===== config.mk =====
export PLATFORM = sky130hd
export DESIGN_NAME = csi_packet_decoder
export DESIGN_NICKNAME = d
export VERILOG_FILES = /design/src/rtl/mipi_csi_pkg.sv /design/src/rtl/csi_crc16_byte4.sv /design/src/rtl/csi_packet_decoder.sv
export SDC_FILE = /design/constraint.sdc
export NUM_CORES = 1
export LEC_CHECK = 0
export CORE_ASPECT_RATIO = 1.4
export CORE_UTILIZATION = 30
export CTS_BUF_LIST = sky130_fd_sc_hd__clkbuf_4
export DETAILED_ROUTE_END_ITERATION = 6
export GPL_ROUTABILITY_DRIVEN = 0
export GPL_TIMING_DRIVEN = 0
export PLACE_DENSITY = 0.5
export REMOVE_ABC_BUFFERS = 1
export SLEW_MARGIN = 20
export SYNTH_ARGS = -nofsm -noshare
export SYNTH_HDL_FRONTEND = slang
export SYNTH_SLANG_ARGS = --single-unit

===== constraint.sdc =====
create_clock -name clk_i -period 3.9 [get_ports clk_i]
set_input_delay 0.585 -clock clk_i [delete_from_list [all_inputs] [get_ports clk_i]]
set_output_delay 0.585 -clock clk_i [all_outputs]
set_load 0.01 [all_outputs]

===== src/rtl/mipi_csi_pkg.sv =====
// Shared CSI-2 receive definitions: data types, decoder states,
// header ECC column table, CRC constants and ECC helper.
package mipi_csi_pkg;

  localparam logic [5:0] DT_FSC   = 6'h00;
  localparam logic [5:0] DT_FEC   = 6'h01;
  localparam logic [5:0] DT_LSC   = 6'h02;
  localparam logic [5:0] DT_LEC   = 6'h03;
  localparam logic [5:0] DT_RAW8  = 6'h2A;
  localparam logic [5:0] DT_RAW10 = 6'h2B;

  localparam logic [15:0] CRC_SEED = 16'hFFFF;
  localparam logic [15:0] CRC_POLY = 16'h8408;

  typedef enum logic [1:0] {
    IDLE,
    PAYLOAD,
    CRC,
    DRAIN
  } state_t;

  // Parity contribution {P5..P0} of each header bit D[i]
  localparam logic [5:0] ECC_COL [0:23] = '{
    6'h07, 6'h0B, 6'h0D, 6'h0E, 6'h13, 6'h15,
    6'h16, 6'h19, 6'h1A, 6'h1C, 6'h23, 6'h25,
    6'h26, 6'h29, 6'h2A, 6'h2C, 6'h31, 6'h32,
    6'h34, 6'h38, 6'h1F, 6'h2F, 6'h37, 6'h3B
  };

  function automatic logic [5:0] ecc_calc(input logic [23:0] d);
    logic [5:0] p;
    p = '0;
    for (int i = 0; i < 24; i++) begin
      if (d[i]) p = p ^ ECC_COL[i];
    end
    return p;
  endfunction

endpackage


===== src/rtl/csi_crc16_byte4.sv =====
// Combinational CRC-16 (reflected x^16+x^12+x^5+1) step over up to
// four bytes, byte0 first, each byte LSB-first; en[3] gates byte0.
module csi_crc16_byte4
  import mipi_csi_pkg::*;
(
  input  logic [15:0] crc_in,
  input  logic [31:0] data,
  input  logic [3:0]  en,
  output logic [15:0] crc_out
);

  always_comb begin
    crc_out = crc_in;
    for (int k = 0; k < 4; k++) begin
      if (en[3-k]) begin
        crc_out = crc_out ^ {8'h00, data[31-8*k -: 8]};
        for (int b = 0; b < 8; b++) begin
          crc_out = crc_out[0] ? ((crc_out >> 1) ^ CRC_POLY)
                               : (crc_out >> 1);
        end
      end
    end
  end

endmodule


===== src/rtl/csi_packet_decoder.sv =====
// CSI-2 packet decoder: header ECC check/correct, short/long split,
// payload streaming with byte enables and payload CRC check.
module csi_packet_decoder
  import mipi_csi_pkg::*;
#(
  parameter int         MIPI_LANES   = 4,
  parameter logic [5:0] SHORT_DT_MAX = 6'h0F
) (
  input  logic        clk_i,
  input  logic        reset_i,
  input  logic        valid_i,
  input  logic [31:0] data_i,
  output logic        header_valid_o,
  output logic        header_short_o,
  output logic [1:0]  header_vc_o,
  output logic [5:0]  header_dt_o,
  output logic [15:0] header_wc_o,
  output logic        payload_valid_o,
  output logic [31:0] payload_data_o,
  output logic [3:0]  payload_byte_en_o,
  output logic        payload_last_o,
  output logic        crc_valid_o,
  output logic        err_crc_o,
  output logic        err_ecc_corrected_o,
  output logic        err_ecc_double_o,
  output logic        err_eot_o
);

  if (MIPI_LANES != 4) begin : g_lanes_chk
    $error("csi_packet_decoder: only MIPI_LANES=4 is supported");
  end

  state_t      state_q, state_d;
  logic [15:0] cnt_q, cnt_d;
  logic [15:0] crc_q, crc_d;
  logic [7:0]  crc_lo_q, crc_lo_d;
  logic        need1_q, need1_d;

  logic [7:0]  byte_w [4];
  logic [23:0] hdr_raw, hdr_fix;
  logic [5:0]  syn;
  logic        col_hit;
  logic        hdr_short;
  logic [3:0]  pay_en;
  logic        pay_last;
  logic [15:0] crc_step;

  logic        hv_d, hs_d, pv_d, pl_d;
  logic        cv_d, ec_d, cor_d, dbl_d, eot_d;
  logic [1:0]  vc_d;
  logic [5:0]  dt_d;
  logic [15:0] wc_d;
  logic [31:0] pd_d;
  logic [3:0]  be_d;

  assign byte_w[0] = data_i[31:24];
  assign byte_w[1] = data_i[23:16];
  assign byte_w[2] = data_i[15:8];
  assign byte_w[3] = data_i[7:0];

  assign hdr_raw   = {data_i[15:8], data_i[23:16], data_i[31:24]};
  assign syn       = ecc_calc(hdr_raw) ^ data_i[5:0];
  assign hdr_short = hdr_fix[5:0] <= SHORT_DT_MAX;

  always_comb begin
    hdr_fix = hdr_raw;
    col_hit = 1'b0;
    for (int i = 0; i < 24; i++) begin
      if (syn == ECC_COL[i]) begin
        hdr_fix[i] = ~hdr_raw[i];
        col_hit    = 1'b1;
      end
    end
  end

  assign pay_last = cnt_q <= 16'd4;

  always_comb begin
    unique case (1'b1)
      cnt_q > 16'd3:  pay_en = 4'b1111;
      cnt_q == 16'd3: pay_en = 4'b1110;
      cnt_q == 16'd2: pay_en = 4'b1100;
      default:        pay_en = 4'b1000;
    endcase
  end

  csi_crc16_byte4 u_crc (
    .crc_in  (crc_q),
    .data    (data_i),
    .en      (pay_en),
    .crc_out (crc_step)
  );

  always_comb begin
    state_d  = state_q;
    cnt_d    = cnt_q;
    crc_d    = crc_q;
    crc_lo_d = crc_lo_q;
    need1_d  = need1_q;
    hv_d     = 1'b0;
    hs_d     = header_short_o;
    vc_d     = header_vc_o;
    dt_d     = header_dt_o;
    wc_d     = header_wc_o;
    pv_d     = 1'b0;
    pd_d     = payload_data_o;
    be_d     = 4'b0000;
    pl_d     = 1'b0;
    cv_d     = 1'b0;
    ec_d     = 1'b0;
    cor_d    = 1'b0;
    dbl_d    = 1'b0;
    eot_d    = 1'b0;
    unique case (state_q)
      IDLE: begin
        if (valid_i) begin
          if (syn != 6'd0 && !col_hit && !$onehot(syn)) begin
            dbl_d   = 1'b1;
            state_d = DRAIN;
          end else begin
            cor_d   = syn != 6'd0;
            hv_d    = 1'b1;
            hs_d    = hdr_short;
            vc_d    = hdr_fix[7:6];
            dt_d    = hdr_fix[5:0];
            wc_d    = hdr_fix[23:8];
            cnt_d   = hdr_fix[23:8];
            crc_d   = CRC_SEED;
            need1_d = 1'b0;
            if (hdr_short)                   state_d = DRAIN;
            else if (hdr_fix[23:8] == 16'd0) state_d = CRC;
            else                             state_d = PAYLOAD;
          end
        end
      end
      PAYLOAD: begin
        if (!valid_i) begin
          eot_d   = 1'b1;
          state_d = IDLE;
        end else begin
          pv_d  = 1'b1;
          pd_d  = data_i;
          be_d  = pay_en;
          pl_d  = pay_last;
          crc_d = crc_step;
          cnt_d = pay_last ? 16'd0 : cnt_q - 16'd4;
          if (pay_last) begin
            // Bytes left over after the payload carry the CRC
            unique case (cnt_q[2:0])
              3'd1: begin
                cv_d    = 1'b1;
                ec_d    = {byte_w[2], byte_w[1]} != crc_step;
                state_d = DRAIN;
              end
              3'd2: begin
                cv_d    = 1'b1;
                ec_d    = {byte_w[3], byte_w[2]} != crc_step;
                state_d = DRAIN;
              end
              3'd3: begin
                crc_lo_d = byte_w[3];
                need1_d  = 1'b1;
                state_d  = CRC;
              end
              default: begin
                need1_d = 1'b0;
                state_d = CRC;
              end
            endcase
          end
        end
      end
      CRC: begin
        if (!valid_i) begin
          eot_d   = 1'b1;
          state_d = IDLE;
        end else begin
          cv_d    = 1'b1;
          ec_d    = need1_q ? ({byte_w[0], crc_lo_q} != crc_q)
                            : ({byte_w[1], byte_w[0]} != crc_q);
          state_d = DRAIN;
        end
      end
      DRAIN: begin
        if (!valid_i) state_d = IDLE;
      end
      default: state_d = IDLE;
    endcase
  end

  always_ff @(posedge clk_i or posedge reset_i) begin
    if (reset_i) begin
      state_q             <= IDLE;
      cnt_q               <= '0;
      crc_q               <= CRC_SEED;
      crc_lo_q            <= '0;
      need1_q             <= 1'b0;
      header_valid_o      <= 1'b0;
      header_short_o      <= 1'b0;
      header_vc_o         <= '0;
      header_dt_o         <= '0;
      header_wc_o         <= '0;
      payload_valid_o     <= 1'b0;
      payload_data_o      <= '0;
      payload_byte_en_o   <= '0;
      payload_last_o      <= 1'b0;
      crc_valid_o         <= 1'b0;
      err_crc_o           <= 1'b0;
      err_ecc_corrected_o <= 1'b0;
      err_ecc_double_o    <= 1'b0;
      err_eot_o           <= 1'b0;
    end else begin
      state_q             <= state_d;
      cnt_q               <= cnt_d;
      crc_q               <= crc_d;
      crc_lo_q            <= crc_lo_d;
      need1_q             <= need1_d;
      header_valid_o      <= hv_d;
      header_short_o      <= hs_d;
      header_vc_o         <= vc_d;
      header_dt_o         <= dt_d;
      header_wc_o         <= wc_d;
      payload_valid_o     <= pv_d;
      payload_data_o      <= pd_d;
      payload_byte_en_o   <= be_d;
      payload_last_o      <= pl_d;
      crc_valid_o         <= cv_d;
      err_crc_o           <= ec_d;
      err_ecc_corrected_o <= cor_d;
      err_ecc_double_o    <= dbl_d;
      err_eot_o           <= eot_d;
    end
  end

endmodule


## Word level (Yosys, flattened, before mapping)

Index checks and enable logic that the tools add are counted.

| word-level totals | value |
|---|---|
| output and inout bits | 69 |
| word-level logic and storage cells | 334 |
| flip-flop bits (word level) | 112 |
| input bits | 35 |

| cells by class | value |
|---|---|
| reductions and logical operators | 16 |
| muxes and demuxes | 161 |
| eq/ne operators | 44 |
| add/subtract/negate cells | 6 |
| bitwise logic cells | 85 |
| magnitude comparators | 3 |

Operators with widths:

| cell | number |
|---|---|
| 16-bit two-way mux | 43 |
| 2-bit inverter with 3-bit output | 32 |
| 6-bit equality test, second input constant | 13 |
| 6-bit two-way mux | 13 |
| 1-bit two-way mux | 75 |
| 16-bit inequality test | 4 |
| 16-bit case mux with 2 select lines | 2 |
| 16-bit by 8-bit XOR with 16-bit output | 4 |
| 3-bit inverter | 19 |
| 6-bit by 5-bit equality test with 1-bit output, second input constant | 7 |
| 5-bit two-way mux | 7 |
| 16-bit by 2-bit equality test with 1-bit output, second input constant | 2 |
| 1-bit inverter | 25 |
| 4-bit two-way mux | 5 |
| 5-bit inverter | 4 |
| 6-bit by 4-bit equality test with 1-bit output, second input constant | 3 |
| 16-bit by 2-bit greater-than comparator with 1-bit output, second input constant | 1 |
| 16-bit by 3-bit <= comparator with 1-bit output, second input constant | 1 |
| 16-bit zero test | 1 |
| 2-bit two-way mux | 8 |
| 16-bit by 3-bit subtractor with 16-bit output, second input constant | 1 |
| 2-bit inequality test, second input constant | 6 |
| 1-bit case mux with 2 select lines | 5 |
| 3-bit case mux with 3 select lines | 1 |
| 23 further kinds | 33 |

## Logic depth before layout (Yosys ltp)

| depth | value |
|---|---|
| depth in word-level cells | 79 |
| depth in mapped cells | 19 |
| gate-level depth less buffers | 17 |

## Modules after synthesis

A second synthesis with hierarchy kept.

| unflattened totals | value |
|---|---|
| cell total of the unflattened synthesis | 1007 |
| area, all modules | 9615.5 µm² |

Modules (own cells, without submodules):

| module | sequential area each (µm²) | cells an instance | area each (µm²) | instances |
|---|---|---|---|---|
| csi_packet_decoder | 2797.7 | 711 | 7096.8 | 1 |
| csi_crc16_byte4 | 0.0 | 296 | 2518.7 | 1 |

## Worst setup path before layout

OpenSTA, ideal clock, no wires.

| timing | value |
|---|---|
| kind | in2reg |
| start point | input port data_i[12] |
| end point | register header_dt_o[0] |
| arrival | 5164 ps |
| buffers on the path | 4 |
| stages on the path | 17 |
| path slack | -1401 ps |
| library setup time | 137 ps |
| cells stage by stage | clkbuf_1 > xnor3_1 > xor2_1 > xor2_1 > clkinv_1 > ha_1 > fa_1 > and2_1 > fa_1 > nor4_1 > nor4_1 > o211ai_1 > and3_1 > buf_2 > buf_2 > buf_1 > a21oi_1 |

| between the ends | value |
|---|---|
| longest elaborated chain between the ends | 38 |

RTL lines:

| element | RTL line | text |
|---|---|---|
| start: declaration | csi_packet_decoder.sv:12 | `input logic [31:0] data_i,` |
| 5-bit two-way mux (*) | mipi_csi_pkg.sv:34 | `if (d[i]) p = p ^ ECC_COL[i];` |
| 5-bit inverter (no line) | - |  |
| 6-bit two-way mux (*) | mipi_csi_pkg.sv:34 |  |
| 5-bit inverter (no line) | - |  |
| 6-bit two-way mux (*) | mipi_csi_pkg.sv:34 |  |
| 5-bit inverter (no line) | - |  |
| 6-bit two-way mux (*) | mipi_csi_pkg.sv:34 |  |
| 6-bit XOR (*) | csi_packet_decoder.sv:62 | `assign syn = ecc_calc(hdr_raw) ^ data_i[5:0];` |
| 6-bit by 3-bit equality test with 1-bit output | csi_packet_decoder.sv:69 | `if (syn == ECC_COL[i]) begin` |
| 1-bit two-way mux (24 in a row) | csi_packet_decoder.sv:69 |  |
| 1-bit zero test | csi_packet_decoder.sv:117 | `if (syn != 6'd0 && !col_hit && !$onehot(syn)) begin` |
| 1-bit logical AND (2 in a row) | csi_packet_decoder.sv:117 |  |
| 1-bit inverter (no line) | - |  |
| 3-bit AND reduction (no line) | - |  |
| end signal: assignment | csi_packet_decoder.sv:221 | `header_dt_o <= dt_d;` |
| end: declaration | csi_packet_decoder.sv:16 | `output logic [5:0] header_dt_o,` |

Every way passes the cells marked *; elsewhere a longest branch is shown, timed or not.
A chain may end at the register's enable or synchronous reset.

## Worst setup path in the final report

| timing | value |
|---|---|
| start point | register cnt_q[4] |
| end point | register err_crc_o |

| between the ends | value |
|---|---|
| longest elaborated chain between the ends | 30 |

RTL lines:

| element | RTL line | text |
|---|---|---|
| start: declaration | csi_packet_decoder.sv:34 | `logic [15:0] cnt_q, cnt_d;` |
| start signal: assignment | csi_packet_decoder.sv:214 | `cnt_q <= cnt_d;` |
| 16-bit by 2-bit greater-than comparator with 1-bit output, or another cell as far along | csi_packet_decoder.sv:80 | `cnt_q > 16'd3: pay_en = 4'b1111;` |
| 3-bit case mux with 3 select lines | csi_packet_decoder.sv:79 | `unique case (1'b1)` |
| 16-bit two-way mux | csi_crc16_byte4.sv:15 | `if (en[3-k]) begin` |
| 16-bit by 8-bit XOR with 16-bit output | csi_crc16_byte4.sv:16 | `crc_out = crc_out ^ {8'h00, data[31-8*k -: 8]};` |
| 16-bit two-way mux / 2-bit inverter with 3-bit output (equally long branches) (5 in a row) | - |  |
| 2-bit inverter with 3-bit output (no line) / 16-bit two-way mux (equally long branches) | - |  |
| 16-bit two-way mux / 2-bit inverter with 3-bit output (equally long branches) (2 in a row) | - |  |
| 16-bit two-way mux, or another cell as far along | csi_crc16_byte4.sv:18 | `crc_out = crc_out[0] ? ((crc_out >> 1) ^ CRC_POLY)` |
| (+10 left out) | - |  |
| 16-bit two-way mux | csi_crc16_byte4.sv:18 |  |
| 16-bit two-way mux | csi_crc16_byte4.sv:15 |  |
| 16-bit inequality test (on tied branches) | csi_packet_decoder.sv:157, csi_packet_decoder.sv:152 |  |
| 1-bit case mux with 2 select lines | csi_packet_decoder.sv:149 | `unique case (cnt_q[2:0])` |
| 1-bit two-way mux (*) | csi_packet_decoder.sv:147 | `if (pay_last) begin` |
| 1-bit two-way mux (*) | csi_packet_decoder.sv:137 | `if (!valid_i) begin` |
| 1-bit case mux with 2 select lines (*) | csi_packet_decoder.sv:114 | `unique case (state_q)` |
| via ec_d | csi_packet_decoder.sv:49 | `logic cv_d, ec_d, cor_d, dbl_d, eot_d;` |
| end signal: assignment | csi_packet_decoder.sv:208 | `err_crc_o <= 1'b0;` |
| end signal: assignment | csi_packet_decoder.sv:228 | `err_crc_o <= ec_d;` |
| end: declaration | csi_packet_decoder.sv:23 | `output logic err_crc_o,` |

The timed path passes the listed nets; every way through them passes the cells marked *.

==> flow_summary.json <==
{
  "vias": 8293,
  "synthAdderAreaFrac_pct": 1.44,
  "hp-class": "in2reg",
  "status": "complete, but fails checks",
  "wl_per_cell_um": 23.4,
  "drive_above_1_share_pct": 34.7,
  "seq_area_um2": 2800,
  "synth_cell_types": 80,
  "cts.sinks": 111,
  "finalHoldViolations": 0,
  "track_usage_pct": 22.2,
  "postSynthAreaPerCell_um2": 9.74,
  "synthCells": 999,
  "drt-initial-drc-count": 542,
  "cp-startpoint": "cnt_q[4]",
  "cp.required_ps": 4380,
  "synth_compound_area_share_pct": 13.0,
  "synthFlopType": "dfrtp_1",
  "clock-root-buffer": "clkbuf_4",
  "path_clk_slew_ps": 220,
  "multiInputGateArea_um2": 7620,
  "h-tree-depth": 3,
  "finalSetupViolCount": 61,
  "initial_core_util_pct": 30.6,
  "io_pins": 104,
  "synthXorXnorAreaFrac_pct": 29.1,
  "synth_top_family_by_area": "XOR/XNOR gates",
  "first_global_vias": 8376,
  "layout_commonest_cell": "xnor2_1",
  "most-common-layout-cells": "97 x xnor2_1, 94 x dfrtp_1, 74 x clkdlybuf4s50_1",
  "die-height_um": 215,
  "slew_violations": 0,
  "fillers": 3079,
  "ys_seq_area_share_pct": 28.8,
  "fp.dieArea_um2": 33200,
  "antenna_found_initial": 1,
  "rows": 77,
  "io_buffers": 103,
  "whs_ps": 271,
  "violations": "setup timing",
  "drcViolationCount": 0,
  "worst_setup_path_end_kind": "flip-flop",
  "synth-edff-count": 0,
  "cts_buffers": 9,
  "grt_max_degree": 94,
  "dp_hpwl_mm": 23.6,
  "worstHoldPathCells": 2,
  "core_um2": 31800,
  "cts-hold-fix-buffers": 0,
  "rsz0062_at_grt": "true",
  "final_util_pct": 41.8,
  "die_w_um": 154,
  "drt-vias-per-instance": 5.40,
  "maxCapViolations": 0,
  "tns_ps": -17840,
  "startpoint_type": "flip-flop",
  "synth-simple-area-share_pct": 14.0,
  "routed_wl_mm": 35.9,
  "grt_pass1_wl_mm": 53.8,
  "cp_max_fo": 11,
  "finalCritPeriodShare_pct": 112,
  "clk_path_buf_depth": 2,
  "maxClockFrequency_mhz": 229,
  "muxShareOfSynthArea_pct": 9.72,
  "fin_nets": 1181,
  "clkLatencyLatePin_ps": 610,
  "setup_slack_ps": -470,
  "synth_async_sr_flop_share_pct": 100,
  "ys_seq_elements": 111,
  "syn_area_um2": 9730,
  "reg2regPathDepth": 13,
  "syn2layout_area_growth_pct": 36.6,
  "holdCritStartpoint": "data_i[13]",
  "grt_overflow_total": 0,
  "postRouteAntennaNets": 0,
  "synth_warnings": 0,
  "fin_crit_ps": 4370,
  "critical_path.reg2reg.startpoint": "cnt_q[4]",
  "critPathKind": "reg2reg",
  "cts_tree": "yes",
  "finClkSkew_ps": 34.9,
  "place_ws_ps": -3320,
  "worst_ep_arrival_time_ps": 4850,
  "worst_pin_slew_ps": 774,
  "slew_headroom_pct": 48.3,
  "dr.pass1.iters": 5
}
layout make-up:
type | count | share of cell area [%]
tap | 395 | 3.72
timing repair buffer | 201 | 16.4
clock inverter | 6 | 0.462
inverter | 13 | 0.433
multi-input combinational | 800 | 57.4
clock buffer | 10 | 0.565
antenna | 1 | 0.0188
sequential | 111 | 21.1
path summary, 6_finish.rpt:
| kind | to | slack, ps |
|---|---|---|
| worst min register to register | payload_data_o[21] | 530 |
| worst max-delay path | err_crc_o | -470 |
| worst min-delay path | payload_data_o[13] | 270 |
| min in group asynchronous | payload_data_o[22] | 300 |
| max in group asynchronous | crc_lo_q[4] | 2820 |
| worst max register to register | err_crc_o | -470 |
repair_timing:
| item | 4_1_cts | 5_1_grt |
|---|---|---|
| pin swaps | 47 | 28 |
| resized for setup | 348 | 73 |
| setup endpoints to repair | 64 | 63 |
| setup buffers | 72 | 15 |
| cloned | 11 | 1 |
Yosys cell counts, types with 5 or more instances:
cell	n	share of area, %
o32ai_1	5	0.45
a22o_1	11	0.99
mux2i_1	38	3.9
o21ai_0	34	1.7
ha_1	8	1.0
nor2_1	92	3.5
mux2_2	45	5.2
buf_1	7	0.27
clkbuf_1	47	1.8
xnor3_2	6	1.5
xor3_1	10	2.4
o31ai_1	5	0.39
a21oi_1	55	2.8
or3_1	6	0.39
xnor2_1	114	10
nor3b_1	5	0.39
xnor2_2	8	1.3
a31oi_1	13	0.84
xnor2_4	7	2.0
buf_2	21	1.1
o22ai_1	10	0.64
nand4_1	15	0.96
xnor3_1	26	6.0
nor3_1	28	1.4
o21a_1	7	0.54
dfrtp_1	95	24
nor4_1	12	0.77
dfstp_2	16	4.3
inv_1	12	0.46
and2_1	7	0.45
nand3_1	21	1.1
nand2_1	66	2.5
xor2_1	55	5.0
registers in the layout, summed over array words and instances, names as in the netlist, 2 cells and up:
register           flops
payload_data_o        32
payload_byte_en_o      4
crc_q                 16
header_wc_o           16
header_vc_o            2
cnt_q                 16
header_dt_o            6
crc_lo_q               8
state_q                2
kinds of logic (layout without fill, tap and decap cells):
| group | Yosys count | count (layout) |
|---|---|---|
| compound gates | 191 | 192 |
| xor+xnor | 230 | 230 |
| fa+ha+maj | 10 | 10 |
| buf+inv | 91 | 230 |
| flops | 111 | 111 |
| mux | 86 | 86 |
| other cells | 0 | 1 |
| simple gates | 280 | 282 |
layer usage:
layer  global-route usage, %  up-vias  wire length (um)
met2                    37.7      284             17600
li1                        -     3789                 -
met5                       0        -                 0
met3                    3.04       98              1440
met1                    26.1     4122             14300
met4                    14.2        0              2510
through the flow:
step	instances	area (um^2)
final	1537	13300
after global routing	1537	13300
after CTS	1526	13000
after detailed placement	1427	11100
after global placement	1419	10900
after floorplan	921	9390
worst max-delay path, cell delays in order, from the launching register on:
cell,delay (ps)
dfrtp_1,520
or4_1,640
nor2_2,410
and3_4,390
nor2_1,90
nand2b_1,110
mux2i_1,80
or4_4,600
xor2_4,220
xnor2_2,170
a32o_1,280
a2111o_1,360
nor4_2,210
a41oi_2,160
Power is left out: the tool's default activity adds up to more than one toggle a clock period on the data nets, which glitch-free logic cannot reach.
